**src/rtl/fb_write_arbiter.sv**
```systemverilog
// Framebuffer write arbiter: buffers ray pixel writes in a small FIFO and
// interleaves them with full-frame clears. Optional FB_DROP_COUNT_EN adds a drop counter.
module fb_write_arbiter #(
  parameter int FRAME_WIDTH  = 512,
  parameter int FRAME_HEIGHT = 384,
  parameter int FIFO_DEPTH   = 4
) (
  input  logic        clk,
  input  logic        rst_n,
  input  logic        ray_valid,
  output logic        ray_ready,
  input  logic [15:0] ray_x,
  input  logic [15:0] ray_y,
  input  logic [15:0] ray_pixel,
  input  logic        clear_start,
  input  logic [11:0] clear_color,
  output logic        clear_busy,
  output logic        clear_done,
`ifdef FB_DROP_COUNT_EN
  output logic [15:0] drop_count,
`endif
  output logic        bram_we,
  output logic [17:0] bram_addr,
  output logic [15:0] bram_din
);

  localparam int          AW    = $clog2(FIFO_DEPTH);
  localparam int          TOTAL = FRAME_WIDTH * FRAME_HEIGHT;
  localparam logic [17:0] LAST  = 18'(TOTAL - 1);
  localparam logic [17:0] FW18  = 18'(FRAME_WIDTH);
  localparam logic [16:0] FW17  = 17'(FRAME_WIDTH);
  localparam logic [16:0] FH17  = 17'(FRAME_HEIGHT);

  typedef enum logic {IDLE, CLEAR} state_t;
  typedef struct packed {
    logic [17:0] addr;
    logic [15:0] din;
  } wr_t;

  state_t      state_q, state_d;
  wr_t         mem_q [FIFO_DEPTH];
  wr_t         p1_q;
  logic        p1_vld_q;
  logic [AW:0] wr_ptr_q, rd_ptr_q;
  logic        rdy_q, done_q, done_d, we_q, we_d;
  logic [17:0] addr_q, addr_d, cnt_q, cnt_d;
  logic [15:0] din_q, din_d;
  logic [11:0] color_q, color_d;

  logic        full, empty, in_range, accept, push, pop, flush;
  logic [17:0] lin_addr;

  assign full  = (wr_ptr_q[AW] != rd_ptr_q[AW]) && (wr_ptr_q[AW-1:0] == rd_ptr_q[AW-1:0]);
  assign empty = (wr_ptr_q == rd_ptr_q);

  assign ray_ready  = rdy_q & ~full;
  assign accept     = ray_valid & ray_ready;
  assign in_range   = ({1'b0, ray_x} < FW17) && ({1'b0, ray_y} < FH17);
  assign push       = accept & in_range;
  assign lin_addr   = {2'b0, ray_y} * FW18 + {2'b0, ray_x};
  assign flush      = (state_q == IDLE) && clear_start;
  // Draining is held off through the clear_done cycle so it resumes the cycle after.
  assign pop        = (state_q == IDLE) && !empty && !clear_start && !done_q;

  assign clear_busy = (state_q == CLEAR);
  assign clear_done = done_q;
  assign bram_we    = we_q;
  assign bram_addr  = addr_q;
  assign bram_din   = din_q;

  always_comb begin
    state_d = state_q;
    cnt_d   = cnt_q;
    color_d = color_q;
    we_d    = 1'b0;
    addr_d  = addr_q;
    din_d   = din_q;
    done_d  = 1'b0;
    unique case (state_q)
      IDLE: begin
        if (p1_vld_q) begin
          we_d   = 1'b1;
          addr_d = p1_q.addr;
          din_d  = p1_q.din;
        end
        if (clear_start) begin
          state_d = CLEAR;
          color_d = clear_color;
          cnt_d   = '0;
        end
      end
      CLEAR: begin
        we_d   = 1'b1;
        addr_d = cnt_q;
        din_d  = {4'b0, color_q};
        if (cnt_q == LAST) begin
          state_d = IDLE;
          done_d  = 1'b1;
          cnt_d   = '0;
        end else begin
          cnt_d = cnt_q + 18'd1;
        end
      end
      default: state_d = IDLE;
    endcase
  end

  always_ff @(posedge clk) begin
    if (push) mem_q[wr_ptr_q[AW-1:0]] <= '{addr: lin_addr, din: ray_pixel};
    if (pop)  p1_q <= mem_q[rd_ptr_q[AW-1:0]];
  end

  always_ff @(posedge clk or negedge rst_n) begin
    if (!rst_n) begin
      state_q  <= IDLE;
      wr_ptr_q <= '0;
      rd_ptr_q <= '0;
      p1_vld_q <= 1'b0;
      rdy_q    <= 1'b0;
      done_q   <= 1'b0;
      we_q     <= 1'b0;
      addr_q   <= '0;
      din_q    <= '0;
      cnt_q    <= '0;
      color_q  <= '0;
    end else begin
      state_q  <= state_d;
      rdy_q    <= 1'b1;
      done_q   <= done_d;
      we_q     <= we_d;
      addr_q   <= addr_d;
      din_q    <= din_d;
      cnt_q    <= cnt_d;
      color_q  <= color_d;
      p1_vld_q <= pop;
      if (push) wr_ptr_q <= wr_ptr_q + 1'b1;
      // A flush drops everything queued before this cycle; a same-cycle push survives.
      if (flush)    rd_ptr_q <= wr_ptr_q;
      else if (pop) rd_ptr_q <= rd_ptr_q + 1'b1;
    end
  end

`ifdef FB_DROP_COUNT_EN
  logic [15:0] drop_q;
  assign drop_count = drop_q;
  always_ff @(posedge clk or negedge rst_n) begin
    if (!rst_n)                              drop_q <= '0;
    else if (accept && !in_range && drop_q != 16'hFFFF) drop_q <= drop_q + 16'd1;
  end
`endif

endmodule

```
**config.mk**
```make
export PLATFORM = sky130hd
export DESIGN_NAME = fb_write_arbiter
export DESIGN_NICKNAME = d
export VERILOG_FILES = /design/src/rtl/fb_write_arbiter.sv
export SDC_FILE = /design/constraint.sdc
export NUM_CORES = 1
export LEC_CHECK = 0
export BUFFER_PORTS_ARGS = -buffer_cell sky130_fd_sc_hd__buf_2
export CAP_MARGIN = 20
export CORE_MARGIN = 4
export CORE_UTILIZATION = 44
export CTS_CLUSTER_SIZE = 28
export DETAILED_ROUTE_END_ITERATION = 10
export SLEW_MARGIN = 20
export SYNTH_ARGS = -nofsm -noshare
export SYNTH_HDL_FRONTEND = slang
export SYNTH_SLANG_ARGS = --single-unit
```
**constraint.sdc**
```tcl
create_clock -name clk -period 5.5 [get_ports clk]
set_input_delay 0.275 -clock clk [delete_from_list [all_inputs] [get_ports clk]]
set_output_delay 0.275 -clock clk [all_outputs]
set_load 0.05 [all_outputs]
```
Word level (Yosys, flattened, before mapping)
Memory sizes are Yosys's and may differ from the RTL's. A register that Yosys moved wholly into a read port is not among the register bits. Cells that the tools add are included.

Register bits after elaboration: 75. RAM bits: 136. Input bits: 64. Output and inout port bits: 38. Word-level logic and storage cells: 58. Memories: 1.

Add/subtract/negate cells: 4. Magnitude comparators: 2. Equality and inequality tests: 6. Muxes and demuxes: 18. Bitwise logic cells: 5. Reductions and logical operators: 11.

Memory list: mem_q (words 4, bits a word 34, read ports 1, clocked after memory_dff 1, wr ports 1, RTL line 41) `wr_t mem_q [FIFO_DEPTH];`.

Operator list (count): one-hot mux 18 bit (2 select lines) (2); two-way mux 18 bit (3); one-hot mux 16 bit (2 select lines) (1); adder 18 x 1 -> 18 bit, second input constant (1); adder 18 x 16 -> 18 bit (1); == test 18 bit, second input constant (1); < comparator 16 x 10 -> 1 bit, second input constant (1); < comparator 16 x 9 -> 1 bit, second input constant (1); two-way mux 16 bit (1); two-way mux 1 bit (7); adder 3 x 1 -> 3 bit, second input constant (2); logical AND 1 bit (6); two-way mux 3 bit (2); != test 2 bit, second input constant (2); one-hot mux 1 bit (2 select lines) (2); bitwise AND 1 bit (3); == test 3 bit (1); zero test 1 bit (3); == test 2 bit (1); NOT 1 bit (2); AND reduction 2 bit (1); nonzero test 2 bit (1); != test 1 bit (1).

Logic depth before layout (Yosys ltp)
Gate-level depths: netlist (run 1).

Word-level depth: 8. Mapped depth: 6. Gate-level depth less buffers: 6.

Worst setup path before layout (run 1)
No wires, ideal clock.

Kind: flip-flop to flip-flop. Start point: register state_q (netlist: clear_busy). End point: register p1_q[0] (netlist name). Setup time: 469 ps. Arrival time: 3684 ps. Required time: 5031 ps. Path slack: 1347 ps. Cell stages (with the launch flop): 5. Path buffers: 3. Cell sequence: dfrtp_1 > buf_2 > clkbuf_1 > buf_1 > nor3_1.

Cells in the longest elaborated chain, start to end: 4.

Ends and longest elaborated chain: start: declaration (RTL line 40) `state_t state_q, state_d;`; start signal: assignment (RTL line 127) `state_q <= state_d;`; NOT 1 bit (no line); logical AND 1 bit (3 in series) (RTL line 63) `assign pop = (state_q == IDLE) && !empty && !clear_start && !done_q;`; via pop (RTL line 50) `logic full, empty, in_range, accept, push, pop, flush;`.

The timed path passes the listed nets, and every way through them passes these cells. A chain may end at the register's enable or synchronous reset.

Final worst setup path (run 1)
Start point: register rd_ptr_q[1]. End point: memory mem_q[2][3] (netlist name) (enable).

Cells in the longest elaborated chain, start to end: 8.

Ends and longest elaborated chain: start: declaration (RTL line 44) `logic [AW:0] wr_ptr_q, rd_ptr_q;`; start signal: assignment (RTL line 138) `if (flush) rd_ptr_q <= wr_ptr_q;`; start signal: assignment (RTL line 139) `else if (pop) rd_ptr_q <= rd_ptr_q + 1'b1;`; == test 2 bit (RTL line 53) `assign full = (wr_ptr_q[AW] != rd_ptr_q[AW]) && (wr_ptr_q[AW-1:0] == rd_ptr_q[AW-1:0]);`; logical AND 1 bit (RTL line 53); NOT 1 bit (RTL line 56) `assign ray_ready = rdy_q & ~full;`; bitwise AND 1 bit (RTL line 56); bitwise AND 1 bit (RTL line 57) `assign accept = ray_valid & ray_ready;`; bitwise AND 1 bit (RTL line 59) `assign push = accept & in_range;`; two-way mux 1 bit (RTL line 109) `if (push) mem_q[wr_ptr_q[AW-1:0]] <= '{addr: lin_addr, din: ray_pixel};`; two-way mux 1 bit (not written as such) (RTL line 109); end: declaration (RTL line 41).

No other way between the ends.

==> flow_results.org, run 1 <==
** Synth
- The synthesized netlist devotes 4.651% of its cell area to compound gates.
- Post-Synthesis Net Count :: 684
- Number of synthesis warnings :: 0
- Multiplexer share of the synthesized area :: 13.22%
- Seq/Total Area, Yosys :: 70.14%
- Synthesis instantiated 55 different standard cells from the library.
- Synthesis-stage register bit count :: 245
- Syn Std Cell Area :: 0.009955 mm^2
- Post-synth top flop :: sky130_fd_sc_hd__edfxtp_1
- By area, the combinational part of the netlist is dominated by multiplexers.
- Xor/xnor cell area share of the yosys netlist :: 1.923%
- Arithmetic-cell share of the synthesized area counting full adders, half adders and majority gates :: 1.835%
- Mean cell area of the mapped netlist :: 16.43 um^2
- Simple-gate portion of the synthesized area :: 6.523%
- Of all flip-flops after synthesis, the portion carrying an async set or reset was 30.61%.
- Number of flops mapped to enable cells by yosys :: 170
- Synthesis produced a netlist whose cell count is 606.

** Critical path
- List of cells traversed by the critical path :: xnor2_1 > a31o_4 > nor4_4 > and2_2
- Slowest-stage cell, CP :: sky130_fd_sc_hd__dfrtp_2
- Reg2reg start :: rd_ptr_q[1]
- The worst setup path is captured at a flop.
- Data arrives at the worst endpoint at 3.35 ns.
- Counting both buffers and inverters, the worst setup path holds a total of 0.
- For this run, the slowest stage of the critical path takes 0.98 ns.
- Kind of critical path :: flop to flop
- The worst setup path is launched from a flop.
- Maximum fanout count along the critical path :: 37
- The critical path crosses 4 cells after its start point.
- Largest delay contributor family on the critical path :: simple AND/OR/NAND/NOR gates
- Tracing the worst setup path back leads to its startpoint at rd_ptr_q[1].
- Required time of the critical path :: 5.62 ns
- The number of cells on the worst reg-to-reg path is 4.

** Route
- Initial DRT Pass Iterations :: 5
- Remaining number of nets flagged by the antenna check after routing :: 0
- The first routing iteration left 347 violations.
- In the routed design, unresolved DRC markers number 0.
- In the routed layout, each cell is associated on average with a via count of 5.291.
- Final routed wirelength across all metal layers :: 20.11 mm
- Vias after detailed routing :: 5519
- Dividing the detail-routed wire length by the instance count gives 19.28 um.

** Floorplanning
- The die is 158.4 um tall.
- Die area :: 0.02509 mm^2
- Floorplan Core Area :: 0.02203 mm^2
- Floorplan die width :: 158.4 um
- Initial core utilization :: 45.19%
- 102 I/O pins were placed.
- The floorplan has 54 rows.

** Clocking
- Clk slew on worst S/H paths :: 0.06 ns
- Maximum level of the CTS H-tree :: 1
- Counting the buffers created by CTS gives 25.
- Clk buf depth :: 3
- CTS saw 245 sinks.
- Post-CTS repair timing setup buffer count :: 0
- TritonCTS built the clock tree.
- Clock latency on the worst-skew pair :: 0.51 ns
- Root buf cell :: sky130_fd_sc_hd__clkbuf_16

** Run status
- The flow ran to the end, and the final reports show no timing, DRC or antenna violations.

** Pwr
- Power Density :: 381.1 mW/mm^2
- The analysis attributes to cell leakage a power of 4.392 nW.
- Worst supply voltage drop on vdd :: 219.9 uV

** Cells and area
- In the final layout, the multi-input gates occupy 0.002819 mm^2.
- Leaving out fill and tap cells, the most frequent cell in the layout is sky130_fd_sc_hd__edfxtp_1.
- Net count of the finished layout :: 823
- Final instance count without filler cells :: 1043
- In the layout the commonest cells are sky130_fd_sc_hd__edfxtp_1, sky130_fd_sc_hd__buf_2, sky130_fd_sc_hd__dfrtp_1, sky130_fd_sc_hd__nand2_1, sky130_fd_sc_hd__mux2i_1.
- Compared with the post-synthesis result, the final layout area differs by 19.85%.
- Proportion of layout cells with a drive suffix above 1 :: 27.79%
- Counting the fill cells in the layout gives 1762.
- The repair_antennas step left the layout with diodes totalling 0.
- Across the whole layout, storage elements account for 0.006989 mm^2.

** STA
- On the final layout, the worst clock skew is 0.01578 ns.
- Based on the critical path, the design can be clocked at up to 309.5 MHz.
- Final sum of negative setup slack :: 0 ns
- Relative slew slack :: 34.71%
- Of the available clock period, the critical path in the final layout requires 58.74%.
- Setup violations remaining at the end of the flow were counted as 0.
- Setup repair after global routing left no endpoint under its margin.
- The number of pins with negative max-slew slack in the final report was 0.
- The final hold violation count is 0.
- Post-route minimum period :: 3.231 ns
- At the pin with the least slew margin, the transition time is 0.9794 ns.

** GRT
- GRT Max-Usage Layer :: met2
- Entering global routing, the biggest net connects 76 pins.
- The via count of the first global-routing pass is 5831.
- Global Route met1 Usage :: 22.96%
- Global routing used 2.609% of the available met3 tracks.
- Total overflow reported by the global router :: 0
- Met2 track demand over resource in global routing :: 27.55%
- The first global-routing pass estimated 32.38 mm of wire.
- Global Route Usage Sum :: 16.54%
- The number of antenna violations at the first check in global routing is 0.

** Place
- Including well taps, the total number of placed cells is 964.
- Final estimated routing congestion in global placement :: 0.7972
- Half-perimeter wire length after placement :: 12.67 mm
- During placement, the flow inserted port buffers numbering 101.

** Hold path
- Hold crit path type :: input pin to flop
- Min-Delay Path Depth :: 2
- Startpoint of the most critical hold path :: clear_color[9]

** Job
- Across the run, the number of max-cap violations was 0.
-- per-stage QoR --
stage          area, um^2  utilization (%)  total power, W  setup slack (ns)  hold slack (ns)
2_1_floorplan        9955                -        0.002671             1.347         -0.02059
3_3_place_gp        10740            48.76        0.002832             2.278           0.4534
3_5_place_dp        10740            48.76        0.002852             2.207           0.4683
4_1_cts             11900            54.04        0.004603             2.193        0.0003868
5_1_grt             11930            54.16        0.004750             1.984          0.01118
6_report            11930            54.16        0.004546             2.269          0.02697
-- path summary, 6_finish.rpt --
kind	slack, ns	endpoint
max	2.27	mem_q[2][3]
min	0.03	color_q[9]
max reg2reg	2.27	mem_q[2][3]
min reg2reg	0.48	bram_din[7]
max in group asynchronous	4.57	p1_vld_q
min in group asynchronous	0.39	bram_din[3]
-- layout make-up --
cell class | count | area share [%]
tap | 280 | 2.937
multi-input combinational | 323 | 23.63
timing repair buffer | 140 | 7.457
clock inverter | 14 | 1.395
inverter | 10 | 0.3146
sequential | 245 | 58.58
clock buffer | 31 | 5.684
-- repair_timing --
| action | in CTS | in global routing |
|---|---|---|
| hold endpoints to repair | 175 | 2 |
| hold buffers | 32 | 2 |
| resized for setup | 0 | 0 |
-- routing by layer --
metal  up-vias  share of wire [%]
li1       2612                  -
met1      2741                 44
met2       135                 49
met3        31                5.2
met4         0                1.8
met5         -                  0
-- power by group --
part | internal, W | leakage, nW | switching (W) | total [W]
Combinational | 0.000252 | 1.52 | 0.000378 | 0.000630
Sequential | 0.00209 | 2.46 | 0.000108 | 0.00220
Clock | 0.00106 | 0.413 | 0.000661 | 0.00172
-- cells in the mapped netlist (all sizes together), types with 3 or more instances --
cell / n / area (um^2)
o32ai: 3 / 26.28
and2: 5 / 31.28
o31ai: 4 / 30.03
and3: 6 / 37.54
o21ai: 33 / 165.2
o22ai: 5 / 31.28
and4: 4 / 35.03
dfrtp: 75 / 1877
xnor2: 9 / 86.34
nand3: 11 / 55.05
mux2: 15 / 172.7
edfxtp: 170 / 5105
nor2: 17 / 63.81
mux2i: 37 / 370.4
buf: 15 / 80.08
inv: 8 / 30.03
nand2: 50 / 187.7
nor4: 8 / 65.06
a31o: 5 / 52.55
a21oi: 7 / 35.03
o21bai: 3 / 22.52
ha: 13 / 162.7
nor3: 10 / 50.05
clkbuf: 13 / 48.80
xor2: 12 / 105.1
mux4: 34 / 773.2
nand4: 5 / 31.28
-- state kept, by name, indices dropped and copies added, names as in the netlist --
name and flops:
mem_q 136, p1_q 34, bram_addr 18, cnt_q 18, bram_din 16, color_q 12, rd_ptr_q 3, wr_ptr_q 3
bram_we 1, clear_busy 1, clear_done 1, p1_vld_q 1, rdy_q 1
-- logic make-up after synthesis --
family / Yosys count
compound gates: 72
xor+xnor: 21
flops: 245
other cells: 1
mux: 86
fa+ha+maj: 14
simple gates: 129
buf+inv: 38
Power figures use the tool's default switching activity.
==> run 2: changes to the inputs <==
==> constraint.sdc (replaced) <==
create_clock -name clk -period 3.4 [get_ports clk]
set_input_delay 0.17 -clock clk [delete_from_list [all_inputs] [get_ports clk]]
set_output_delay 0.17 -clock clk [all_outputs]
set_load 0.05 [all_outputs]
==> run 2 against run 1 <==
Routed wire length fell by 0.59%. Register-to-register slack got worse by 1.5 ns. Flip-flop and latch count is the same.
==> flow_results.org, run 2 (synthesized netlist as in run 1, its figures left out) <==
** Run status
- The flow ran to the end, and the final reports show no timing, DRC or antenna violations.

** Critical path
- Data on the critical path is required at its endpoint by 3.63 ns.
- Data arrives at the worst endpoint at 2.86 ns.
- The critical path in this run is classified as flop to flop.
- Along the worst path, the maximum fanout reaches 23.
- Critical Path Start Type :: flop
- STA classifies the critical path endpoint as a flop.

** Clocking
- Clk buf depth :: 3
- Gates resized during post-CTS repair numbered 0.
- In this run the number of H-tree levels came out at 1.
- Clock-pin slew was measured on the worst setup and hold paths at 0.06 ns.
- The number of clock buffers added by TritonCTS is 26.
- Clock latency on the worst-skew pair, taken at its later pin, is 0.52 ns.
- Clock tree from TritonCTS :: built
- Root buf cell :: sky130_fd_sc_hd__clkbuf_16
- Count of clock tree sinks :: 245

** Route
- Using the TritonRoute via totals, the vias-per-cell ratio works out to 5.348.
- Vias after detailed routing :: 5658
- Routed wirelength normalized by instance count :: 18.89 um
- Initial DRT Pass Iterations :: 5
- Remaining number of nets flagged by the antenna check after routing :: 0
- 1st-iter DRT viols :: 339
- DRC Markers :: 0
- Final routed wirelength across all metal layers :: 19.99 mm

** Place
- Input and output buffers added on the ports amount to 101.
- Half-perimeter wire length after placement :: 12.80 mm
- Final estimated routing congestion in global placement :: 0.8014
- Total cell area at the placement stage :: 0.01081 mm^2

** GRT
- Largest net degree at the start of global routing :: 76
- For this run the aggregate overflow at the end of global routing stands at 0.
- The number of antenna violations at the first check in global routing is 1.
- Global routing consumed, over all layers together, 16.35% of the routing resources.
- The via count of the first global-routing pass came to 5949.
- The first global-routing pass estimated 32.44 mm of wire.

** Pwr
- Total net switching power :: 0.001917 W
- Per report_power, the sequential group accounts for 48.1% of the total.
- The share of total power dissipated in the clock network is 37.5%.
- P_leak :: 4.455 nW
- Switching power share of the total :: 26.06%
- Power Internal :: 0.005439 W
- After layout, the design draws a total of 0.007355 W.
- Combinational cell fraction of total power :: 14.4%
- Power Density :: 609.2 mW/mm^2
- Worst supply voltage drop on vdd :: 244.0 uV

** Cells and area
- Flip-flop count of the largest register, all copies and words added :: 136
- Synthesis-to-layout area growth :: 21.28%
- Core Util, Final :: 54.81%
- Leaving out fill and tap cells, the most frequent cells in the layout are sky130_fd_sc_hd__edfxtp_1, sky130_fd_sc_hd__buf_2, sky130_fd_sc_hd__dfrtp_1, sky130_fd_sc_hd__nand2_1, sky130_fd_sc_hd__dlygate4sd3_1.
- The finished cells cover 0.01207 mm^2.
- 0 antenna diodes ended up in the layout.
- Net count of the finished layout :: 836
- Proportion of layout cells with a drive suffix above 1 :: 28.66%
- The library cell used most frequently in the layout, excluding fill and tap cells, is sky130_fd_sc_hd__edfxtp_1.

** STA
- Headroom to the max-slew limit came out at 24.86%.
- The number of pins with negative max-slew slack in the final report came to 0.
- Pin slew with the least headroom to its limit :: 1.127 ns
- Final sum of negative setup slack :: 0 ns
- After layout, the worst path uses 77.39% of the clock period.
- Timing would allow up to 380.0 MHz.
- Setup repair after global routing left no endpoint under its margin.
- Setup violations remaining at the end of the flow were counted as 0.
- The final hold violation count was 0.
- Post-route minimum period :: 2.631 ns
- Clock skew on the completed layout was measured at 0.01103 ns.

** Floorplanning
- Initial core utilization :: 45.19%
- Row generation in the floorplan step produced 54 rows.
- 102 I/O pins were placed.
- The die covers 0.02509 mm^2.
- Floorplan Core Area :: 0.02203 mm^2
- Floorplan die width :: 158.4 um
- From bottom edge to top edge, the die measures 158.4 um.

** Hold path
- The worst hold path belongs to the class input pin to flop.

** Job
- Maximum Capacitance Violations :: 0
[run 2: changes by cell type in the layout (fill, tap and decap cells not counted), sizes merged]
cell	previous run	this run
clkinvlp	1	5
clkinv	11	12
buf	106	114
bufinv	4	2
dlygate4sd3	34	38
[run 2: power by group through the flow]
stage | Clock (W) | Combinational (W) | Sequential, W
2_1_floorplan | 0 | 0.000525 | 0.00380
3_3_place_gp | 0 | 0.00101 | 0.00359
3_5_place_dp | 0 | 0.00104 | 0.00359
4_1_cts | 0.00284 | 0.00107 | 0.00354
5_1_grt | 0.00297 | 0.00116 | 0.00356
6_report | 0.00276 | 0.00106 | 0.00353
[run 2: repair_timing]
| action | CTS | global route |
|---|---|---|
| setup buffers | 0 | 0 |
| hold endpoints to repair | 187 | 0 |
| hold buffers | 38 | 0 |
[run 2: metal layers]
metal	vias up	global-route usage (%)	part of all wire, %
met5	-	0	0.065
met4	2	4.224	1.9
met3	34	2.501	4.8
met2	141	26.64	48
met1	2837	23.34	45
li1	2644	-	-
[run 2: through the flow]
| stage | std cells | setup slack (ns) | hold WS, ns |
|---|---|---|---|
| floorplan | 606 | 0.2948 | -0.1256 |
| global placement | 971 | 0.7734 | 0.3835 |
| detailed placement | 971 | 0.7170 | 0.3893 |
| CTS | 1057 | 0.7008 | 0.02842 |
| global route | 1058 | 0.5645 | 0.04235 |
| finish | 1058 | 0.7687 | 0.03691 |
[run 2: worst max-delay path, stage by stage, from the launching register on]
cell                      delay, ns
sky130_fd_sc_hd__dfrtp_1       0.45
sky130_fd_sc_hd__xnor2_1       0.20
sky130_fd_sc_hd__a31o_4        0.28
sky130_fd_sc_hd__nor4_4        0.47
sky130_fd_sc_hd__and2_2        0.65
sky130_fd_sc_hd__buf_4         0.29
[run 2: worst paths after layout]
path,from,depth (start not counted),slack (ns),to
min in group asynchronous,rst_n,2,0.12,bram_din[13]
max reg2reg,wr_ptr_q[1],5,0.77,mem_q[2][5]
max,wr_ptr_q[1],5,0.77,mem_q[2][5]
min reg2reg,color_q[0],2,0.48,bram_din[0]
min,ray_y[0],2,0.04,mem_q[3][25]
max in group asynchronous,rst_n,3,2.69,clear_busy
[run 2: cell type report]
cell class	count	area (um^2)
sequential	245	6987
timing repair buffer	152	1018
tap	280	350.3
clock inverter	17	143.9
clock buffer	31	710.7
inverter	10	37.54
fill	1794	9953
multi-input combinational	323	2825
==> run 3: changes to the inputs <==
--- a/config.mk
+++ b/config.mk
@@ -5,6 +5,7 @@
 export SDC_FILE = /design/constraint.sdc
 export NUM_CORES = 1
 export LEC_CHECK = 0
+export ABC_AREA = 1
 export BUFFER_PORTS_ARGS = -buffer_cell sky130_fd_sc_hd__buf_2
 export CAP_MARGIN = 20
 export CORE_MARGIN = 4
==> constraint.sdc (replaced) <==
create_clock -name clk -period 2.6 [get_ports clk]
set_input_delay 0.13 -clock clk [delete_from_list [all_inputs] [get_ports clk]]
set_output_delay 0.13 -clock clk [all_outputs]
set_load 0.05 [all_outputs]
==> run 3 against run 2 <==
Critical path depth rose by 4. Synthesized cell count rose by 38%. First-iteration DRC count rose by 16%. Routed wire length rose by 5.5%. Fmax rose by 30%. Non-clock buffer count rose by 3. Die area rose by 0.78%. Largest cell class unchanged. Largest power group unchanged.
==> flow_results.org, run 3 <==
** Route
- 1st-iter DRT viols :: 393
- In the routed design, unresolved DRC markers number 0.
- The first detailed-routing pass took 5 iterations.
- Via density :: 5.075
- Dividing the detail-routed wire length by the instance count gives 16.54 um.
- Wires add up to 21.09 mm.
- Summing over every cut layer, the via total after detailed routing is 6471.
- Remaining number of nets flagged by the antenna check after routing :: 0

** STA
- Unrepaired setup endpoints after global routing :: no
- Number of max-slew violations in the final report :: 0
- Hold WS :: 0.03166 ns
- Post-route minimum period :: 2.031 ns
- Final Hold Viols :: 0
- Final number of setup-violating endpoints :: 0
- Max Clock Freq :: 492.3 MHz
- Pin slew with the least headroom to its limit :: 0.9855 ns
- Measured against its own limit, the worst slew margin works out to 34.30%.
- Post-Route Skew :: 0.01043 ns
- Share of the clock period used by the worst path :: 78.13%

** Floorplanning
- Floorplan Core Area :: 0.02216 mm^2
- Initial core utilization :: 45.29%
- Die area :: 0.02529 mm^2
- In this run the horizontal extent of the chip is 159.0 um.
- Row count :: 54
- The die is 159.0 um tall.
- For this design the top-level I/O count stands at 102.

** Run status
- Outcome :: complete, no violations

** Critical path
- Slack of the worst reg-to-reg path :: 0.57 ns
- Required time of the critical path :: 2.81 ns
- STA classifies the critical path endpoint as a flop.
- Kind of critical path :: flop to flop
- Data arrival time of the worst path :: 2.24 ns
- Maximum fanout count along the critical path :: 24
- STA classifies the critical path startpoint as a flop.

** Cells and area
- Proportion of layout cells with a drive suffix above 1 :: 19.20%
- 0 antenna diodes ended up in the layout.
- The register with the most flip-flops in the layout has 136 of them.
- Net count of the finished layout :: 1055
- Most frequent cells in the layout :: sky130_fd_sc_hd__edfxtp_1, sky130_fd_sc_hd__nand2_1, sky130_fd_sc_hd__buf_2, sky130_fd_sc_hd__nor2_1, sky130_fd_sc_hd__o21ai_0
- Final instance count without filler cells :: 1275
- Compared with the post-synthesis result, the final layout area differs by 20.76%.
- Most common cell after layout, fill and taps aside :: sky130_fd_sc_hd__edfxtp_1
- Summing all non-filler instances in the final layout gives an area of 0.01212 mm^2.

** Pwr
- Worst supply voltage drop on vdd :: 469.7 uV
- For this design the ratio of total power to cell area is 655.0 mW/mm^2.
- Total power for the finished layout comes to 0.007938 W.
- P_leak :: 4.789 nW

** Synth
- Seq/Total Area, Yosys :: 69.57%
- Number of distinct library cells after synthesis :: 37
- Yosys printed 0 warnings.
- Counting flops with a built-in enable in the synthesized netlist gives 170.
- Syn Std Cell Area :: 0.01004 mm^2
- Synthesis-stage register bit count :: 245
- List of most frequent post-synthesis cells :: sky130_fd_sc_hd__edfxtp_1, sky130_fd_sc_hd__nand2_1, sky130_fd_sc_hd__nor2_1
- The number of nets in the synthesized netlist is 913.
- Post-synth top flop :: sky130_fd_sc_hd__edfxtp_1
- Portion of synthesized cell area occupied by the leading cell type :: 50.87%
- By instance count, the leading cell after synthesis is sky130_fd_sc_hd__edfxtp_1.
- Dominant cells by area after synthesis :: sky130_fd_sc_hd__edfxtp_1, sky130_fd_sc_hd__dfrtp_1, sky130_fd_sc_hd__nand2_1
- For this run, asynchronously set or reset flops after synthesis account for 30.61%.
- Summed over all instances, the cell type with the most area after synthesis is sky130_fd_sc_hd__edfxtp_1.
- Mean cell area of the mapped netlist :: 12.02 um^2
- Count of mapped cells out of synthesis :: 835

** Place
- Once placement completed, the tool counted placed cells totaling 1189.
- Port-buffer cells :: 101
- Total cell area at the placement stage :: 0.01091 mm^2
- Detailed placement ended at an HPWL of 13.44 mm.
- Routability-driven placement finished with a final weighted congestion of 0.8182.

** GRT
- met2 is the most crowded layer.
- Global Route Usage Sum :: 16.64%
- For met3 alone, demand over resource in global routing was 2.848%.
- Met2 track demand over resource in global routing :: 26.18%
- Entering global routing, the biggest net connects 76 pins.
- Total overflow reported by the global router :: 0
- Global Route met1 Usage :: 24.46%
- The first global-routing pass estimated 34.79 mm of wire.
- Via count of the first global-routing pass :: 6452
- The number of antenna violations at the first check in global routing is 0.

** Clocking
- Post-CTS repair timing setup buffer count :: 0
- The clock passes through at most 3 buffers.
- Maximum level of the CTS H-tree :: 1
- Clk slew on worst S/H paths :: 0.06 ns
- TritonCTS built the clock tree.
- Clock latency on the worst-skew pair :: 0.52 ns
- Root buf cell :: sky130_fd_sc_hd__clkbuf_16
- Total clock buffers created by CTS :: 25
- Count of clock tree sinks :: 245

** Hold path
- The path class of the tightest hold or removal check is input pin to flop.

** Job
- Maximum Capacitance Violations :: 0
[run 3: changes by cell type after synthesis, moves of 34 or more]
cell                      previous run  this run
sky130_fd_sc_hd__mux2i_1            37         0
sky130_fd_sc_hd__nand2_1            50       125
sky130_fd_sc_hd__o21ai_0            33        76
sky130_fd_sc_hd__inv_1               8        42
sky130_fd_sc_hd__nor2_1             17        94
sky130_fd_sc_hd__nand3_1            11        64
sky130_fd_sc_hd__o22ai_1             5        39
[run 3: final cells by class]
type / count / area (um^2)
clock buffers: 31 / 648.1
clock inverters: 14 / 153.9
fillers: 1890 / 10040
inverters: 45 / 171.4
multi-input cells: 505 / 2721
flip-flops and latches: 245 / 6983
well taps: 280 / 350.3
repair buffers: 155 / 1091
[run 3: per-layer routing]
metal / vias to the layer above / part of all wire, %
met5: - / 0
met4: 0 / 1.4
met3: 23 / 5.1
met2: 142 / 45
met1: 3071 / 48
li1: 3235 / -
[run 3: worst max-delay path, cell delays in order, from the launching register on]
cell	delay, ns
sky130_fd_sc_hd__dfrtp_1	0.39
sky130_fd_sc_hd__inv_1	0.11
sky130_fd_sc_hd__nand2_1	0.07
sky130_fd_sc_hd__nand2_1	0.06
sky130_fd_sc_hd__nand3_1	0.08
sky130_fd_sc_hd__nand2_1	0.10
sky130_fd_sc_hd__nor2_4	0.14
sky130_fd_sc_hd__inv_1	0.16
sky130_fd_sc_hd__nor2_4	0.35
sky130_fd_sc_hd__buf_12	0.25
[run 3: per-stage QoR]
stage	TNS, ns	setup slack (ns)	util, %
3_3_place_gp	0	0.6454	49.22
4_1_cts	0	0.5673	54.69
2_1_floorplan	-28.17	-0.2762	-
5_1_grt	0	0.3983	54.69
3_5_place_dp	0	0.5775	49.22
6_report	0	0.5686	54.69
[run 3: cells by family (layout without fill, tap and decap cells)]
| kind of cell | count (synthesis) | after routing | share of synthesized area [%] |
|---|---|---|---|
| buf+inv | 85 | 245 | 3.541 |
| other cells | 1 | 1 | 0.03737 |
| fa+ha+maj | 14 | 14 | 1.820 |
| mux | 10 | 10 | 1.122 |
| flops | 245 | 245 | 69.57 |
| xor+xnor | 18 | 18 | 1.571 |
| simple gates | 309 | 309 | 13.28 |
| compound gates | 153 | 153 | 9.064 |
[run 3: power by group]
| part | internal [W] | switching (W) |
|---|---|---|
| Sequential | 0.00420 | 0.000000307 |
| Clock | 0.00207 | 0.00143 |
| Combinational | 0.000104 | 0.000132 |
[run 3: repair_timing]
action                                 CTS  global route
gates resized for setup                  0             0
hold buffers                            41             0
endpoints found under the hold margin  201             0
[run 3: worst paths after layout]
path | start | endpoint | depth (start not counted)
worst min-delay path | ray_x[9] | mem_q[3][25] | 2
min in group asynchronous | rst_n | bram_addr[2] | 2
worst max-delay path | wr_ptr_q[1] | mem_q[0][6] | 9
worst min register to register | bram_din[4] | bram_din[4] | 2
worst max register to register | wr_ptr_q[1] | mem_q[0][6] | 9
max in group asynchronous | rst_n | rd_ptr_q[0] | 2
